**config.mk**
```make
export PLATFORM = sky130hd
export DESIGN_NAME = adc_lvds_deframer
export DESIGN_NICKNAME = d
export VERILOG_FILES = /design/src/rtl/adc_lvds_deframer.sv
export SDC_FILE = /design/constraint.sdc
export NUM_CORES = 1
export LEC_CHECK = 0
export BUFFER_PORTS_ARGS = -buffer_cell sky130_fd_sc_hd__buf_2
export CORE_ASPECT_RATIO = 0.5
export CORE_MARGIN = 2
export CORE_UTILIZATION = 45
export CTS_CLUSTER_SIZE = 28
export DETAILED_ROUTE_END_ITERATION = 10
export PLACE_DENSITY = 0.63
export SLEW_MARGIN = 20
export SYNTH_ARGS = -nofsm -noshare
export SYNTH_HDL_FRONTEND = slang
export SYNTH_SLANG_ARGS = --single-unit
export TNS_END_PERCENT = 20
```
**constraint.sdc**
```tcl
create_clock -name clk -period 4.3 [get_ports clk]
set_clock_uncertainty 0.1 [all_clocks]
set_input_delay 0.86 -clock clk [delete_from_list [all_inputs] [get_ports clk]]
set_output_delay 0.86 -clock clk [all_outputs]
set_load 0.01 [all_outputs]
```
**src/rtl/adc_lvds_deframer.sv**
```systemverilog
// adc_lvds_deframer: aligns to the LTC2264 FR frame pattern and rebuilds 12-bit
// samples for both channels from IDDR rise/fall bit pairs (2 bit-times per clk).
// Ports: clk/reset (async, active-high); fr_*, ch1_*, ch2_* rise/fall bit pairs in;
// ch1_data/ch2_data, data_valid pulse, locked, frame_err_count, ramp_err_count out.
// Optional ramp checker on ch1 is built only when ADC_DEC_RAMP_CHECK_EN is defined.
// Outputs update one clk after the edge that captured bit-time 7 of a window.
module adc_lvds_deframer #(
    parameter int LOCK_FRAMES = 4,
    parameter int ERR_W       = 16
) (
    input  logic             clk,
    input  logic             reset,
    input  logic             fr_rise,
    input  logic             fr_fall,
    input  logic [1:0]       ch1_rise,
    input  logic [1:0]       ch1_fall,
    input  logic [1:0]       ch2_rise,
    input  logic [1:0]       ch2_fall,
    output logic [11:0]      ch1_data,
    output logic [11:0]      ch2_data,
    output logic             data_valid,
    output logic             locked,
    output logic [ERR_W-1:0] frame_err_count,
    output logic [ERR_W-1:0] ramp_err_count
);

    typedef enum logic [1:0] {
        ST_HUNT,
        ST_VERIFY,
        ST_LOCKED
    } state_t;

    // Bit-time 0 is the MSB of the window vector, so the pattern reads 1111_0000.
    localparam logic [7:0] FR_PATTERN  = 8'hF0;
    localparam logic [3:0] LOCK_TARGET = 4'(LOCK_FRAMES);

    state_t     state, state_next;
    logic [2:0] phase, phase_next;
    logic [3:0] good_cnt, good_next;
    logic [3:0] good_inc;

    // slot numbers the pair currently held in hist[1:0]; absolute bit-time of
    // the rise bit is 2*slot, of the fall bit 2*slot+1 (mod 8).
    logic [1:0]      slot;
    logic [8:0]      fr_hist;
    logic [3:0][8:0] lane_hist;   // [0] ch1 lane0, [1] ch1 lane1, [2] ch2 lane0, [3] ch2 lane1

    logic            win_done;
    logic [1:0]      end_slot;
    logic [7:0]      fr_win;
    logic            fr_ok;
    logic [3:0][5:0] lane_win;
    logic [11:0]     ch1_sample, ch2_sample;
    logic            edge_rise, edge_fall, edge_found;
    logic [2:0]      edge_phase;
    logic            take, frame_err_hit;

    // Bit history: newest fall bit at [0], its rise bit at [1].
    always_ff @(posedge clk or posedge reset) begin
        if (reset) begin
            fr_hist   <= '0;
            lane_hist <= '0;
            slot      <= '0;
        end else begin
            fr_hist      <= {fr_hist[6:0], fr_rise, fr_fall};
            lane_hist[0] <= {lane_hist[0][6:0], ch1_rise[0], ch1_fall[0]};
            lane_hist[1] <= {lane_hist[1][6:0], ch1_rise[1], ch1_fall[1]};
            lane_hist[2] <= {lane_hist[2][6:0], ch2_rise[0], ch2_fall[0]};
            lane_hist[3] <= {lane_hist[3][6:0], ch2_rise[1], ch2_fall[1]};
            slot         <= slot + 2'd1;
        end
    end

    // Bit-time 7 sits at absolute position phase+7; its slot is (phase+7)>>1.
    // With an odd phase bit-time 7 is a rise bit, so the window is shifted up
    // by one in the history (one newer fall bit already belongs to the next window).
    assign end_slot = phase[2:1] + 2'd3 + {1'b0, phase[0]};
    assign win_done = (slot == end_slot);
    assign fr_win   = phase[0] ? fr_hist[8:1] : fr_hist[7:0];
    assign fr_ok    = (fr_win == FR_PATTERN);

    always_comb begin
        for (int k = 0; k < 4; k++) begin
            lane_win[k] = phase[0] ? lane_hist[k][8:3] : lane_hist[k][7:2];
        end
    end

    // Lane 0 carries the odd sample bits, lane 1 the even ones, MSB first.
    always_comb begin
        ch1_sample = '0;
        ch2_sample = '0;
        for (int i = 0; i < 6; i++) begin
            ch1_sample[2*i+1] = lane_win[0][i];
            ch1_sample[2*i]   = lane_win[1][i];
            ch2_sample[2*i+1] = lane_win[2][i];
            ch2_sample[2*i]   = lane_win[3][i];
        end
    end

    // 0->1 on FR: either across the pair boundary or inside the newest pair.
    assign edge_rise  = ~fr_hist[2] & fr_hist[1];
    assign edge_fall  = ~fr_hist[1] & fr_hist[0];
    assign edge_found = edge_rise | edge_fall;
    assign edge_phase = edge_rise ? {slot, 1'b0} : {slot, 1'b1};
    assign good_inc   = good_cnt + 4'd1;

    always_ff @(posedge clk or posedge reset) begin
        if (reset) begin
            state    <= ST_HUNT;
            phase    <= '0;
            good_cnt <= '0;
        end else begin
            state    <= state_next;
            phase    <= phase_next;
            good_cnt <= good_next;
        end
    end

    // On a bad frame the newest pair may already hold the next FR edge
    // (odd phases), so it is re-latched immediately instead of waiting a window.
    always_comb begin
        state_next    = state;
        phase_next    = phase;
        good_next     = good_cnt;
        take          = 1'b0;
        frame_err_hit = 1'b0;
        case (state)
            ST_HUNT: begin
                if (edge_found) begin
                    state_next = ST_VERIFY;
                    phase_next = edge_phase;
                    good_next  = '0;
                end
            end
            ST_VERIFY: begin
                if (win_done) begin
                    if (fr_ok) begin
                        if (good_inc == LOCK_TARGET) begin
                            state_next = ST_LOCKED;
                            good_next  = '0;
                        end else begin
                            good_next = good_inc;
                        end
                    end else begin
                        good_next  = '0;
                        state_next = edge_found ? ST_VERIFY : ST_HUNT;
                        if (edge_found) phase_next = edge_phase;
                    end
                end
            end
            ST_LOCKED: begin
                if (win_done) begin
                    if (fr_ok) begin
                        take = 1'b1;
                    end else begin
                        frame_err_hit = 1'b1;
                        good_next     = '0;
                        state_next    = edge_found ? ST_VERIFY : ST_HUNT;
                        if (edge_found) phase_next = edge_phase;
                    end
                end
            end
            default: begin
                state_next = ST_HUNT;
            end
        endcase
    end

    assign locked = (state == ST_LOCKED);

    always_ff @(posedge clk or posedge reset) begin
        if (reset) begin
            data_valid      <= 1'b0;
            ch1_data        <= '0;
            ch2_data        <= '0;
            frame_err_count <= '0;
        end else begin
            data_valid <= take;
            if (take) begin
                ch1_data <= ch1_sample;
                ch2_data <= ch2_sample;
            end
            if (frame_err_hit && (frame_err_count != '1)) begin
                frame_err_count <= frame_err_count + 1'b1;
            end
        end
    end

`ifdef ADC_DEC_RAMP_CHECK_EN
    // seeded is cleared whenever not LOCKED so the first sample of each lock
    // period only establishes the reference value.
    logic seeded;

    always_ff @(posedge clk or posedge reset) begin
        if (reset) begin
            seeded         <= 1'b0;
            ramp_err_count <= '0;
        end else if (state != ST_LOCKED) begin
            seeded <= 1'b0;
        end else if (take) begin
            seeded <= 1'b1;
            if (seeded && (ch1_sample != 12'(ch1_data + 12'd1)) && (ramp_err_count != '1)) begin
                ramp_err_count <= ramp_err_count + 1'b1;
            end
        end
    end
`else
    assign ramp_err_count = '0;
`endif

endmodule

```
==> out/qor.yml, run 1 <==
drive_above_1_share_pct: 22.6
routed_wl_mm: 6.23
io_pins: 70
syn_area_per_cell_um2: 12.7
ys_warn_count: 0
finalHoldViolations: 0
drtIter0Drc: 137
overflow: 0
r2r_end: "frame_err_count[1]$_DFFE_PP0P_"
clock_path_buffers: 2
grt_max_degree: 84
synth-main-ff-cell: "dfrtp_1"
finalNetCount: 383
post-route-period-util_pct: 52.9
synthTopCellsByCount: "dfrtp_1, nand2_1, mux2i_1, o21ai_0"
r2r_cells: 5
slew_violations: 0
grt_pass1_vias: 2334
status: "completed"
ant_nets: 0
syn_inst: 307
syn_area_mm2: 0.00390
tritoncts: "yes"
coreArea_mm2: 0.00820
r2r-start: "phase[0]$_DFFE_PP0P_"
yosysMostFrequentCell: "dfrtp_1"
die_w_um: 136
critical_path.startpoint: "phase[0]$_DFFE_PP0P_"
start_util_pct: 47.6
die-area_mm2: 0.00947
detailedPlace.worstSlack_ns: 2.01
diodes: 0
relSlewSlack_pct: 53.4
drt_pass1_iterations: 4
clk_latency_ns: 0.34
grt_pass1_wl_mm: 10.9
wl_per_cell_um: 13.0
num_rows: 23
root_buffer: "clkbuf_16"
crit_path_start_kind: "register"
hpwl_mm: 4.36
netlist.area_leader.share_pct: 62.2
p_leak_nw: 2.25
endpoint_kind: "register"
die_h_um: 69.8
cp-endpoint: "frame_err_count[1]$_DFFE_PP0P_"
cp.arrival_ns: 2.40
htreeDepth: 3
viasPerCell: 4.99
vias: 2397
cts_setup_buffers: 0
setup_ws_ns: 2.02
min_period_ns: 2.28
yosys.area.top_type: "dfrtp_1"
min_path_type: "reg2reg"
irDropWorstVdd_mv: 0.217
tightest_slew_ns: 0.700
cts.sinks: 97
worstSetupPathType: "reg2reg"
fmax_mhz: 439
seq_area_frac_synth_pct: 62.2
ys_ff_latch: 97
synthDistinctLibCells: 46
grt_use_total_pct: 14.9
numCtsBuffers: 9
drc: 0
rrSetupSlack_ns: 2.02
yosys-top-cells-area: "dfrtp_1, mux2i_1, o21ai_0"
syn_to_final_growth_pct: 15.7
path_clk_slew_ns: 0.06
synth_enable_flop_cells: 0
routabilityCongestion: 0.877
io_buffer_count: 53
critical_path.max_fanout: 27
power_density_mw_per_mm2: 478
tns_ns: 0
holdBufCountCts: 0
antenna_found_initial: 0
filler_cell_count: 699
ctsResizeCount: 0
rsz0062_at_grt: "false"
setup_viol: 0
cp.required_ns: 4.42
synthArstFlopShare_pct: 100
drv_cap: 0
timing.hold.ws_ns: 0.249
[cells in the final DEF (no fill, tap or decap), types with 2 or more instances in the layout]
master	Yosys	final
buf_2	2	53
xnor2_1	11	11
dfrtp_1	97	97
a31oi_1	4	4
mux2_2	4	4
nand4_1	4	4
and3_1	8	8
conb_1	1	16
buf_4	16	3
nand3_1	16	16
mux2i_1	25	25
a21oi_1	3	3
clkbuf_16	0	9
clkbuf_1	4	2
nor2b_1	2	2
clkinv_4	0	2
inv_1	11	10
nand2_1	30	30
ha_1	7	7
nor3_1	2	2
o2bb2ai_1	2	2
o21ai_0	25	25
xor2_1	4	4
a211o_1	2	2
nor2_1	3	3
[flip-flops by register name, indices dropped and copies added, names as in the netlist, 3 cells and up]
name             count
ch1_data            12
lane_hist           36
fr_hist              9
ch2_data            12
phase                3
frame_err_count     16
good_cnt             4
[cell families after synthesis]
| group | count (synthesis) | share of synthesized area, % |
|---|---|---|
| compound gates | 47 | 8.28 |
| xor+xnor | 16 | 3.95 |
| mux | 30 | 7.86 |
| flops | 97 | 62.2 |
| fa+ha+maj | 7 | 2.25 |
| buf+inv | 36 | 5.26 |
| other cells | 1 | 0.0962 |
| simple gates | 73 | 10.1 |
[per-layer routing]
layer	wire, um	GRT usage [%]	part of all wire [%]
met2	2880	24.0	46
met3	406	6.14	6.5
met5	0	0	0
met4	91	5.21	1.5
met1	2850	18.2	46
[stage by stage]
step	cells	instance area, um^2	utilization, %	power (mW)
3_5_place_dp	465	4220	51.5	1.41
4_1_cts	480	4510	55.0	2.19
6_report	480	4510	55.0	2.16
5_1_grt	480	4510	55.0	2.28
2_1_floorplan	322	3960	-	1.36
3_3_place_gp	465	4220	51.5	1.40
[layout make-up]
type	instances	area [um^2]	share of cell area [%]
repair buffers	56	288	6.38
multi-input cells	189	1320	29.3
clock buffers	11	233	5.16
clock inverters	4	55.1	1.22
well taps	112	140	3.11
flip-flops and latches	97	2430	53.8
inverters	11	46.3	1.03
[worst max-delay path, cell delays in order, from the launching register on]
cell      delay (ns)
dfrtp_1         0.37
buf_4           0.26
and3b_1         0.26
o2111a_2        0.34
a211oi_4        0.44
mux2_2          0.38
[power by group]
group | internal (mW) | switching, mW | leakage [nW] | total, mW
logic | 0.185 | 0.228 | 0.880 | 0.413
registers | 0.955 | 0.0235 | 1.24 | 0.978
clock network | 0.449 | 0.318 | 0.136 | 0.768
total | 1.59 | 0.570 | 2.25 | 2.16
[how the worst min path moves through the flow]
stage | start | to | slack [ns] | depth (start not counted)
4_1_cts | lane_hist[27]$_DFF_PP0_ | lane_hist[29]$_DFF_PP0_ | 0.25 | 0
3_3_place_gp | lane_hist[0]$_DFF_PP0_ | lane_hist[2]$_DFF_PP0_ | 0.23 | 0
5_1_grt | lane_hist[27]$_DFF_PP0_ | lane_hist[29]$_DFF_PP0_ | 0.26 | 0
6_report | lane_hist[27]$_DFF_PP0_ | lane_hist[29]$_DFF_PP0_ | 0.25 | 0
3_5_place_dp | lane_hist[27]$_DFF_PP0_ | lane_hist[29]$_DFF_PP0_ | 0.24 | 0
2_1_floorplan | lane_hist[9]$_DFF_PP0_ | lane_hist[11]$_DFF_PP0_ | 0.23 | 0
No activity file was read; power rests on OpenSTA's default activity.
==> inputs of run 2 (changes only) <==
--- a/config.mk
+++ b/config.mk
@@ -11,7 +11,7 @@
 export CORE_UTILIZATION = 45
 export CTS_CLUSTER_SIZE = 28
 export DETAILED_ROUTE_END_ITERATION = 10
-export PLACE_DENSITY = 0.63
+export PLACE_DENSITY = 0.65
 export SLEW_MARGIN = 20
 export SYNTH_ARGS = -nofsm -noshare
 export SYNTH_HDL_FRONTEND = slang
==> constraint.sdc (replaced) <==
create_clock -name clk -period 2.05 [get_ports clk]
set_clock_uncertainty 0.1 [all_clocks]
set_input_delay 0.41 -clock clk [delete_from_list [all_inputs] [get_ports clk]]
set_output_delay 0.41 -clock clk [all_outputs]
set_load 0.01 [all_outputs]
==> run 2 against run 1 <==
  * The flow now finishes with violations (setup timing)
  * Critical path depth rose by 2
  * Flip-flop and latch count did not move
  * Combinational power rose to 2.8 times the previous value
  * Fmax rose by 9.0%
  * First-iteration DRC count fell by 26%
  * Count of clock-buffer cells in the layout fell by 2
  * Via count rose by 3.5%
  * Non-clock buffer count rose by 18
  * Core utilization rose by 3.2 points
  * Cell count rose by 4.0%
  * Critical endpoint is now phase[2]$_DFFE_PP0P_
  * Largest power group unchanged
==> out/qor.yml, run 2 (synthesized netlist as in run 1, its figures left out) <==
hpwl_mm: 4.61  # +5.7%
rsz0062_at_grt: "true"
final_cell_mix: "dfrtp_1, buf_2, nand2_1, mux2i_1, o21ai_0"
die-area_mm2: 0.00947  # unchanged
grt_pass1_vias: 2584  # +11%
drc: 0  # unchanged
drtIter0Drc: 102  # -26%
cts.sinks: 97  # unchanged
clock_path_buffers: 2  # unchanged
status: "complete, but fails checks"
start_util_pct: 47.6  # unchanged
r2r_end: "phase[2]$_DFFE_PP0P_"
worstSetupPathType: "reg2reg"
io_buffer_count: 53  # unchanged
numCtsBuffers: 9  # unchanged
rrSetupSlack_ns: -0.04  # -2.06 ns
p_total_mw: 4.92  # +130%
io_pins: 70  # unchanged
r2r_cells: 7  # +2
p_leak_nw: 2.38  # +5.7%
syn_to_final_growth_pct: 22.6
grt_pass1_wl_mm: 11.9  # +9.6%
routabilityCongestion: 0.778  # -11%
drt_pass1_iterations: 4  # unchanged
num_rows: 23  # unchanged
vias: 2482  # +3.5%
grt_max_degree: 62  # -26%
crit_path_start_kind: "register"
largestRegisters: "lane_hist (36), frame_err_count (16)"
viasPerCell: 4.97  # -0.40%
setup_ws_ns: -0.0390  # -2.06 ns
min_path_type: "in2async"
root_buffer: "clkbuf_16"
path_clk_slew_ns: 0.07  # about the same
cp.arrival_ns: 2.21  # -0.19 ns
ant_nets: 0  # unchanged
regMostFlops: "lane_hist"
clk_latency_ns: 0.35  # about the same
cp.required_ns: 2.18  # -2.24 ns
critical_path.startpoint: "phase[0]$_DFFE_PP0P_"
diodes: 0  # unchanged
finalNetCount: 401  # +4.7%
final_common_cell: "dfrtp_1"
r2r-start: "phase[0]$_DFFE_PP0P_"
instances_no_fill: 499  # +4.0%
place_inst: 480  # +3.2%
irDropWorstVdd_mv: 0.476  # +120%
detailedPlace.worstSlack_ns: -0.0477  # -2.05 ns
antenna_found_initial: 0  # unchanged
critical_path.max_fanout: 3  # -89%
drv_cap: 0  # unchanged
routed_wl_mm: 7.01  # +13%
final_area_mm2: 0.00478  # +5.9%
fmax_mhz: 479  # +9.0%
largest_reg_flops: 36  # unchanged
wl_per_cell_um: 14.0  # +8.3%
coreArea_mm2: 0.00820  # unchanged
tns_ns: -0.0390  # -0.0390 ns
cp-endpoint: "phase[2]$_DFFE_PP0P_"
grt_use_total_pct: 16.1  # +1.2 points
finalHoldViolations: 0  # unchanged
post-route-period-util_pct: 102  # +49 points
min_period_ns: 2.09  # -0.188 ns
slew_violations: 0  # unchanged
power_density_mw_per_mm2: 1030  # +120%
post_dp_cell_area_mm2: 0.00436  # +3.3%
setup_viol: 1  # +1
die_h_um: 69.8  # unchanged
drive_above_1_share_pct: 29.7  # +7.2 points
overflow: 0  # unchanged
htreeDepth: 3  # unchanged
violations: "setup timing"
tritoncts: "yes"
endpoint_kind: "register"
die_w_um: 136  # unchanged
## run 2: cell count changes in the layout (fill, tap and decap cells not counted), sizes merged
cell / change
inv: +1
clkinv: +2
buf: +18
clkbuf: -2
## run 2: cell type report
cell class                      instances  area (um^2)
Sequential cell                        97         2430
Timing Repair Buffer                   74          459
Clock inverter                          7         77.6
Multi-Input combinational cell        189         1410
Tap cell                              112          140
Clock buffer                            9          225
Inverter                               11         45.0
Fill cell                             686         3420
## run 2: through the flow
stage | hold WS, ns | util [%]
after floorplan | 0.231 | -
after global placement | 0.232 | 53.2
after detailed placement | 0.235 | 53.2
after CTS | 0.0559 | 57.1
after global routing | 0.0446 | 58.3
final | 0.0460 | 58.3
## run 2: timing repair
| item | CTS | global route |
|---|---|---|
| pin swaps | 2 | 9 |
| resized for setup | 3 | 20 |
| hold buffers | 0 | 0 |
| buffers inserted | 0 | 3 |
| setup endpoints to repair | 14 | 44 |
## run 2: metal layers
metal / routed length (um) / part of all wire, % / up-vias / GRT usage [%]
met3: 317 / 4.5 / 13 / 5.12
li1: - / - / 1186 / -
met5: 0 / 0 / - / 0
met1: 3190 / 46 / 1221 / 20.0
met2: 3350 / 48 / 62 / 26.0
met4: 152 / 2.2 / 0 / 7.06
## run 2: how the worst min path moves through the flow
stage	startpoint	end	slack (ns)
after floorplan	lane_hist[9]$_DFF_PP0_	lane_hist[11]$_DFF_PP0_	0.23
after global placement	lane_hist[9]$_DFF_PP0_	lane_hist[11]$_DFF_PP0_	0.23
after detailed placement	lane_hist[0]$_DFF_PP0_	lane_hist[2]$_DFF_PP0_	0.23
after CTS	reset	lane_hist[31]$_DFF_PP0_	0.06
after global routing	ch1_rise[1]	lane_hist[10]$_DFF_PP0_	0.04
final	reset	ch2_data[2]$_DFFE_PP0P_	0.05
## run 2: power by group
group / switching [mW] / internal [mW]
combinational: 0.602 / 0.564
sequential: 0.0578 / 2.00
clock: 0.732 / 0.958
total: 1.39 / 3.52
## run 2: critical path, stage by stage (launching register included)
cell     delay [ns]
dfrtp_1        0.37
inv_1          0.07
ha_4           0.29
xor2_4         0.21
and2_4         0.21
nand2_2        0.07
a211o_1        0.34
mux2_4         0.31
